## config.mk

```make
export PLATFORM = sky130hd
export DESIGN_NAME = fcvt_sched
export DESIGN_NICKNAME = d
export VERILOG_FILES = /design/src/rtl/fcvt_sched.sv
export SDC_FILE = /design/constraint.sdc
export NUM_CORES = 1
export LEC_CHECK = 0
export ABC_AREA = 0
export CORE_MARGIN = 2
export CORE_UTILIZATION = 28
export DETAILED_ROUTE_END_ITERATION = 10
export RECOVER_POWER = 25
export SLEW_MARGIN = 10
export SYNTH_ARGS = -nofsm -noshare
export SYNTH_HDL_FRONTEND = slang
export SYNTH_SLANG_ARGS = --single-unit
export TNS_END_PERCENT = 5
```

## constraint.sdc

```tcl
create_clock -name clk -period 6.2 [get_ports clk]
set_input_delay 1.24 -clock clk [delete_from_list [all_inputs] [get_ports clk]]
set_output_delay 1.24 -clock clk [all_outputs]
set_load 0.005 [all_outputs]
```

## src/rtl/fcvt_sched.sv

```systemverilog
// Round-robin scheduler sharing one fixed-latency int/float conversion pipeline
// between two requesters, with credit-protected in-order response buffering.
module fcvt_sched #(
  parameter int LAT   = 2,
  parameter int DEPTH = 4,
  parameter int TAGW  = 5
) (
  input  logic            clk,
  input  logic            rst,
  input  logic            req0_valid,
  output logic            req0_ready,
  input  logic            req0_op,
  input  logic [31:0]     req0_x,
  input  logic [TAGW-1:0] req0_tag,
  input  logic            req1_valid,
  output logic            req1_ready,
  input  logic            req1_op,
  input  logic [31:0]     req1_x,
  input  logic [TAGW-1:0] req1_tag,
  output logic [31:0]     conv_x,
  input  logic [31:0]     conv_sw_y,
  input  logic [31:0]     conv_ws_y,
  output logic            resp_valid,
  input  logic            resp_ready,
  output logic            resp_src,
  output logic [TAGW-1:0] resp_tag,
  output logic [31:0]     resp_y
);

  localparam int PW = (DEPTH > 1) ? $clog2(DEPTH) : 1;
  localparam int OW = $clog2(DEPTH + LAT + 2);

  logic                ptr;
  logic [LAT:0]        trk_v;
  logic [LAT:0]        trk_op;
  logic [LAT:0]        trk_src;
  logic [TAGW-1:0]     trk_tag [LAT+1];

  logic [31:0]         fifo_y   [DEPTH];
  logic [TAGW-1:0]     fifo_tag [DEPTH];
  logic [DEPTH-1:0]    fifo_src;
  logic [PW-1:0]       rd_ptr;
  logic [PW-1:0]       wr_ptr;
  logic [OW-1:0]       cnt;
  logic [OW-1:0]       inflight;

  logic                can_issue;
  logic                accept;
  logic                win;
  logic                push;
  logic                pop;
  logic [31:0]         push_y;

  function automatic logic [PW-1:0] nxt(input logic [PW-1:0] p);
    return (p == PW'(DEPTH - 1)) ? '0 : p + 1'b1;
  endfunction

  always_comb begin
    inflight = '0;
    for (int unsigned i = 0; i <= LAT; i++)
      inflight = inflight + OW'(trk_v[i]);
  end

  // Every accepted op lives either in the tracker or the FIFO, so this bounds FIFO fill.
  assign can_issue  = (inflight + cnt) < OW'(DEPTH);
  assign req0_ready = can_issue & ~rst & req0_valid & (~req1_valid | ~ptr);
  assign req1_ready = can_issue & ~rst & req1_valid & (~req0_valid | ptr);
  assign accept     = req0_ready | req1_ready;
  assign win        = req1_ready;

  always_ff @(posedge clk) begin
    if (rst) begin
      ptr     <= 1'b0;
      conv_x  <= '0;
      trk_v   <= '0;
      trk_op  <= '0;
      trk_src <= '0;
      for (int unsigned i = 0; i <= LAT; i++)
        trk_tag[i] <= '0;
    end else begin
      trk_v   <= {trk_v[LAT-1:0], accept};
      trk_op  <= {trk_op[LAT-1:0], win ? req1_op : req0_op};
      trk_src <= {trk_src[LAT-1:0], win};
      trk_tag[0] <= win ? req1_tag : req0_tag;
      for (int unsigned i = 1; i <= LAT; i++)
        trk_tag[i] <= trk_tag[i-1];
      if (accept) begin
        conv_x <= win ? req1_x : req0_x;
        ptr    <= ~win;
      end
    end
  end

  assign push   = trk_v[LAT];
  assign push_y = trk_op[LAT] ? conv_ws_y : conv_sw_y;
  assign pop    = resp_valid & resp_ready;

  always_ff @(posedge clk) begin
    if (rst) begin
      rd_ptr   <= '0;
      wr_ptr   <= '0;
      cnt      <= '0;
      fifo_src <= '0;
      for (int unsigned i = 0; i < DEPTH; i++) begin
        fifo_y[i]   <= '0;
        fifo_tag[i] <= '0;
      end
    end else begin
      if (push) begin
        fifo_y[wr_ptr]   <= push_y;
        fifo_tag[wr_ptr] <= trk_tag[LAT];
        fifo_src[wr_ptr] <= trk_src[LAT];
        wr_ptr           <= nxt(wr_ptr);
      end
      if (pop)
        rd_ptr <= nxt(rd_ptr);
      case ({push, pop})
        2'b10:   cnt <= cnt + 1'b1;
        2'b01:   cnt <= cnt - 1'b1;
        default: cnt <= cnt;
      endcase
    end
  end

  assign resp_valid = (cnt != '0);
  assign resp_src   = fifo_src[rd_ptr];
  assign resp_tag   = fifo_tag[rd_ptr];
  assign resp_y     = fifo_y[rd_ptr];

endmodule
```

==> impl_metrics.ini, run 1 <==
[yosys]
yosys_warnings = 0
synth_edf_count = 148
synth_cell_types = 33
synthTopCellsByArea = edfxtp_1, dfxtp_1, mux4_2
synth_nets = 933
async_reset_ff_share_pct = 0
synth_top_cell_by_area = edfxtp_1
syn_inst = 779
ys_seq_area_share_pct = 62.2
synthTopCellsByCount = edfxtp_1, nor2_1, dfxtp_1, o21ai_0, nand2_1
synth_top_area_share_pct = 47.3
avgSynthCellArea_um2 = 12.1
synthFlopType = edfxtp_1
synth_seq_cells = 218
syn_area_um2 = 9400
synthMostInstantiatedCell = edfxtp_1

[worst_hold_path]
hold_path.class = register to register
hp-start = trk_src[1]$_SDFF_PP0_
min_to = trk_src[2]$_SDFF_PP0_
hold_depth = 1

[placement]
io_buffers = 217
routabilityCongestion = 0.742
dpl.hpwl_um = 15200

[run_status]
violations = max-capacitance violations, max-slew violations
status = finished with violations

[setup_path]
r2r_end = conv_x[3]$_SDFFE_PP0P_
critPathKind = input pin to register
critical_path.max_fanout = 37
regToRegSetupSlack_ns = 2.05
end_kind = register
slowest_stage = clkbuf_1
reg2reg_depth = 7
path_cells = dlygate4sd3_1 > inv_1 > clkbuf_1 > o31ai_1 > buf_4
arrival_ns = 5.23
rr_startpoint = trk_v[0]$_SDFF_PP0_
worstPathRequired_ns = 6.42
max_stage_delay_ns = 1.25
startpoint_type = input pin

[timing]
finalSetupViolCount = 0
fin_crit_ns = 5.01
slew_headroom_pct = -63.8
rsz0062_at_grt = false
worst_pin_slew_ns = 2.44
timing.final.crit_share_pct = 80.8
slew_violations = 159
finalHoldViolCount = 0
tns_ns = 0
max_freq_mhz = 200
fin_skew_ns = 0.0200

[power_and_ir_drop]
cellLeakagePower_uw = 0.00457
irDropWorstVdd_mv = 0.192
totalPowerFinal_uw = 3680
power_density_nw_per_um2 = 287

[clock_network]
h-tree-depth = 1
clock_sinks = 218
insertion_delay_ns = 0.52
tritoncts = yes
cts_made_buffers = 24
clk_pin_slew_ns = 0.06
cts-hold-fix-buffers = 0
post_cts_resized = 0
cts_setup_buffers = 0
clk_path_buf_depth = 3
root_buffer = clkbuf_16

[detailed_routing]
drt-initial-drc-count = 358
wl_per_cell_um = 16.3
wirelength_um = 23500
vias = 6603
vias_per_cell = 4.58
drtAntennaViolNets = 0
firstDrtPassIters = 5
drc = 0

[final_layout]
area_delta_synth_final_pct = 36.5
nFillCells = 3251
antennaDiodeCount = 0
num-nets-final = 1129
drive_gt1_share_pct = 12.5
post-route-util_pct = 38.6

[floorplanning]
dieArea_um2 = 35100
start_util_pct = 28.2
ioPinCount = 218
fp.dieH_um = 187
rows = 67
die_width_um = 187
core_um2 = 33300

[global_routing]
grt_pass1_vias = 6914
antenna_found_initial = 0
grt_pass1_wl_um = 37700
grtUsageTotal_pct = 13.3
grt_max_degree = 66
grt.overflow.total = 0

[flow_run]
maxCapViolations = 4
## worst max path at each step
stage,from,end,slack [ns],cells past startpoint
2_1_floorplan,wr_ptr[1]$_SDFFE_PP0P_,fifo_tag[3][0]$_DFFE_PP_,2.41,2
3_3_place_gp,rst,fifo_y[2][20]$_SDFFCE_PN0P_,1.46,5
3_5_place_dp,rst,fifo_y[0][20]$_SDFFCE_PN0P_,1.34,5
4_1_cts,rst,req0_ready,1.63,4
5_1_grt,rst,fifo_y[3][0]$_DFFE_PP_,0.80,5
6_report,rst,fifo_y[3][1]$_DFFE_PP_,1.19,5
## metal layers
metal / vias to the layer above / wire [µm] / GRT usage, %
li1: 3191 / - / -
met1: 3134 / 9790 / 16.6
met2: 257 / 11200 / 22.8
met3: 21 / 2250 / 4.22
met4: 0 / 246 / 2.41
met5: - / 0 / 0
## cells by family after synthesis
| kind of cell | after synthesis | synth area share, % |
|---|---|---|
| AOI/OAI and AO/OA | 127 | 7.45 |
| xor gates and xnor gates | 2 | 0.186 |
| adders and majority gates | 9 | 1.36 |
| buffers and inverters | 105 | 4.60 |
| DFF | 218 | 62.2 |
| muxes | 71 | 13.0 |
| and+or+nand+nor | 247 | 11.2 |
## through the flow
stage	setup slack, ns	cells	hold WS, ns	area [µm²]
CTS	1.63	1441	0.435	12900
floorplan	2.41	779	0.414	9400
finish	1.19	1441	0.432	12800
global route	0.798	1441	0.448	12800
global placement	1.46	1397	0.427	12000
detailed placement	1.34	1397	0.426	12000
## registers in the layout, summed over array words and instances, names as in the netlist, 2 cells and up, named ones only
| signal | flops |
|---|---|
| cnt | 3 |
| rd_ptr | 2 |
| trk_src | 3 |
| trk_tag | 15 |
| trk_op | 3 |
| wr_ptr | 2 |
| fifo_src | 4 |
| fifo_y | 128 |
| conv_x | 32 |
| trk_v | 3 |
| fifo_tag | 20 |
## worst max-delay path, delay by kind of cell
kind                   cells  cell delay (ns)
buffers and inverters      4             2.88
AO/OA/AOI/OAI              1             1.08
## layout make-up
| type | instances | area [µm²] | share of cell area, % |
|---|---|---|---|
| clock buffer | 30 | 623 | 4.86 |
| clock inverter | 14 | 201 | 1.57 |
| inverter | 46 | 173 | 1.35 |
| multi-input combinational | 456 | 3180 | 24.8 |
| sequential | 218 | 5850 | 45.6 |
| tap | 448 | 561 | 4.37 |
| timing repair buffer | 229 | 2250 | 17.5 |
## layout by cell type (no fill, tap or decap), types with 4 or more instances in the layout
cell / synthesis / routed
mux2_2: 32 / 32
clkdlybuf4s50_1: 0 / 182
clkbuf_16: 0 / 24
a21oi_1: 15 / 15
edfxtp_1: 148 / 148
mux4_2: 38 / 38
dlygate4sd3_1: 0 / 35
nand2_1: 50 / 47
o21ai_0: 51 / 56
inv_1: 46 / 46
nor2_1: 125 / 124
ha_1: 7 / 7
nand3_1: 46 / 43
clkinv_1: 0 / 4
clkbuf_1: 38 / 10
a31oi_1: 34 / 33
buf_4: 3 / 8
nor2b_1: 16 / 16
clkinv_2: 0 / 4
o21ai_1: 20 / 15
bufinv_16: 0 / 5
dfxtp_1: 70 / 67
## where the power goes
| group | total (µW) | internal (µW) | switching (µW) |
|---|---|---|---|
| clock | 1480 | 920 | 559 |
| sequential | 1680 | 1630 | 53.2 |
| combinational | 518 | 300 | 218 |
| total | 3680 | 2850 | 830 |
(Power assumes the default switching activity.)
==> run 2, diff against run 1 <==
clock period = 4.6 ns   (was 6.2 ns; I/O delays follow)
==> run 2 against run 1 <==
Against the previous run:
- the flow still finishes with violations (max-capacitance violations, max-slew violations)
- largest power group unchanged
- critical path type unchanged
- sequential power increased by 35%
- critical endpoint is now fifo_y[1][17]$_SDFFCE_PN0P_
- core utilization rose by 0.094 points
- global-route usage grew 0.13 points
==> impl_metrics.ini, run 2 (synthesis gave the netlist of run 1 again) <==
[global_routing]
grt.overflow.total = 0
use_met1_pct = 15.6
grt_pass1_vias = 7007
antenna_found_initial = 0
busiest_layer = met2
grt_util_met2_pct = 23.5
grtUsageTotal_pct = 13.4
grt_pass1_wl_um = 37600
grt_max_degree = 66
grt_use_met3_pct = 4.71

[setup_path]
arrival_ns = 3.94
startpoint_type = input pin
critical_path.max_fanout = 37
worstPathRequired_ns = 4.61
end_kind = register
critPathKind = input pin to register

[timing]
slew_headroom_pct = -69.6
fin_crit_ns = 3.93
timing.final.crit_share_pct = 85.4
max_freq_mhz = 254
finalHoldViolCount = 0
fin_skew_ns = 0.0108
worst_pin_slew_ns = 2.54
setup_ws_ns = 0.670
rsz0062_at_grt = false
slew_violations = 75
finalSetupViolCount = 0
tns_ns = 0

[final_layout]
final_cell_mix = clkdlybuf4s50_1, edfxtp_1, nor2_1, dfxtp_1, o21ai_0
final_cells = 1442
final_common_cell = clkdlybuf4s50_1
largest_register_ffs = 128
regMostFlops = fifo_y
antennaDiodeCount = 0
area_delta_synth_final_pct = 36.8
num-nets-final = 1131
post-route-util_pct = 38.6
reg.largest.list = fifo_y (128), conv_x (32), fifo_tag (20)
drive_gt1_share_pct = 13.0

[floorplanning]
die_width_um = 187
dieArea_um2 = 35100
core_um2 = 33300
start_util_pct = 28.2
fp.dieH_um = 187
rows = 67
ioPinCount = 218

[clock_network]
clk_pin_slew_ns = 0.06
root_buffer = clkbuf_16
h-tree-depth = 1
cts-hold-fix-buffers = 0
tritoncts = yes
post_cts_resized = 0
cts_setup_buffers = 0
clock_sinks = 218
insertion_delay_ns = 0.52
cts_made_buffers = 25
clk_path_buf_depth = 3

[detailed_routing]
drt-initial-drc-count = 287
vias_per_cell = 4.58
vias = 6600
wirelength_um = 23900
wl_per_cell_um = 16.5
firstDrtPassIters = 4
drc = 0
drtAntennaViolNets = 0

[placement]
routabilityCongestion = 0.788
dpl.hpwl_um = 14900
pre_cts_ws_ns = 1.29
place_inst = 1398
io_buffers = 217

[worst_hold_path]
hold_path.class = register to register

[power_and_ir_drop]
cellLeakagePower_uw = 0.00457
power_density_nw_per_um2 = 384
internal_power_uw = 3780
power.switching_uw = 1160
pwr-share-comb_pct = 14.3
seqPwrFrac_pct = 45.8
irDropWorstVdd_mv = 0.236
swShare_pct = 23.4
clockPowerShare_pct = 39.9

[flow_run]
maxCapViolations = 2

[run_status]
status = finished with violations
violations = max-capacitance violations, max-slew violations
## run 2: changes by cell type in the layout (fill, tap and decap cells not counted), sizes merged
cell           change
clkbuf             +1
buf                +1
clkinvlp           +2
dlygate4sd3        -2
bufinv             -3
clkdlybuf4s50      +2
inv                +2
clkinv             -2
## run 2: final timing paths
path / startpoint / end / slack (ns) / depth (start not counted)
setup / recovery: rst / fifo_y[1][17]$_SDFFCE_PN0P_ / 0.67 / 5
hold / removal: trk_tag[0][5]$_SDFF_PP0_ / trk_tag[0][10]$_SDFF_PP0_ / 0.43 / 1
setup reg to reg: trk_v[2]$_SDFF_PP0_ / fifo_y[3][22]$_DFFE_PP_ / 1.15 / 3
hold reg to reg: trk_tag[0][5]$_SDFF_PP0_ / trk_tag[0][10]$_SDFF_PP0_ / 0.43 / 1
## run 2: layout make-up
cell class | instances | area [µm²]
multi-input cells | 456 | 3200
repair buffers | 230 | 2270
inverters | 46 | 173
fillers | 3241 | 20400
clock inverters | 13 | 125
clock buffers | 31 | 689
flip-flops and latches | 218 | 5850
well taps | 448 | 561
## run 2: worst max-delay path, stage by stage
cell	delay (ns)
dlygate4sd3_1	0.62
clkbuf_1	1.22
nor2_1	0.33
nand3_2	0.20
nand2_2	0.63
## run 2: power groups by stage
stage,logic (µW),clock network (µW),registers [µW]
2_1_floorplan,362,0,2270
3_5_place_dp,730,0,2300
6_report,706,1970,2260
4_1_cts,734,2020,2260
5_1_grt,767,2090,2280
3_3_place_gp,728,0,2300
## run 2: metrics by stage
| stage | cell area [µm²] | power [µW] | hold slack, ns |
|---|---|---|---|
| after floorplan | 9400 | 2630 | 0.414 |
| after global placement | 12100 | 3030 | 0.420 |
| after detailed placement | 12100 | 3030 | 0.421 |
| after CTS | 12900 | 5020 | 0.434 |
| after global routing | 12900 | 5130 | 0.445 |
| final | 12900 | 4930 | 0.432 |
## run 2: layer usage
| layer | up-vias | wire (µm) |
|---|---|---|
| met5 | - | 0 |
| met3 | 30 | 2020 |
| li1 | 3191 | - |
| met4 | 0 | 473 |
| met2 | 235 | 11500 |
| met1 | 3144 | 9870 |
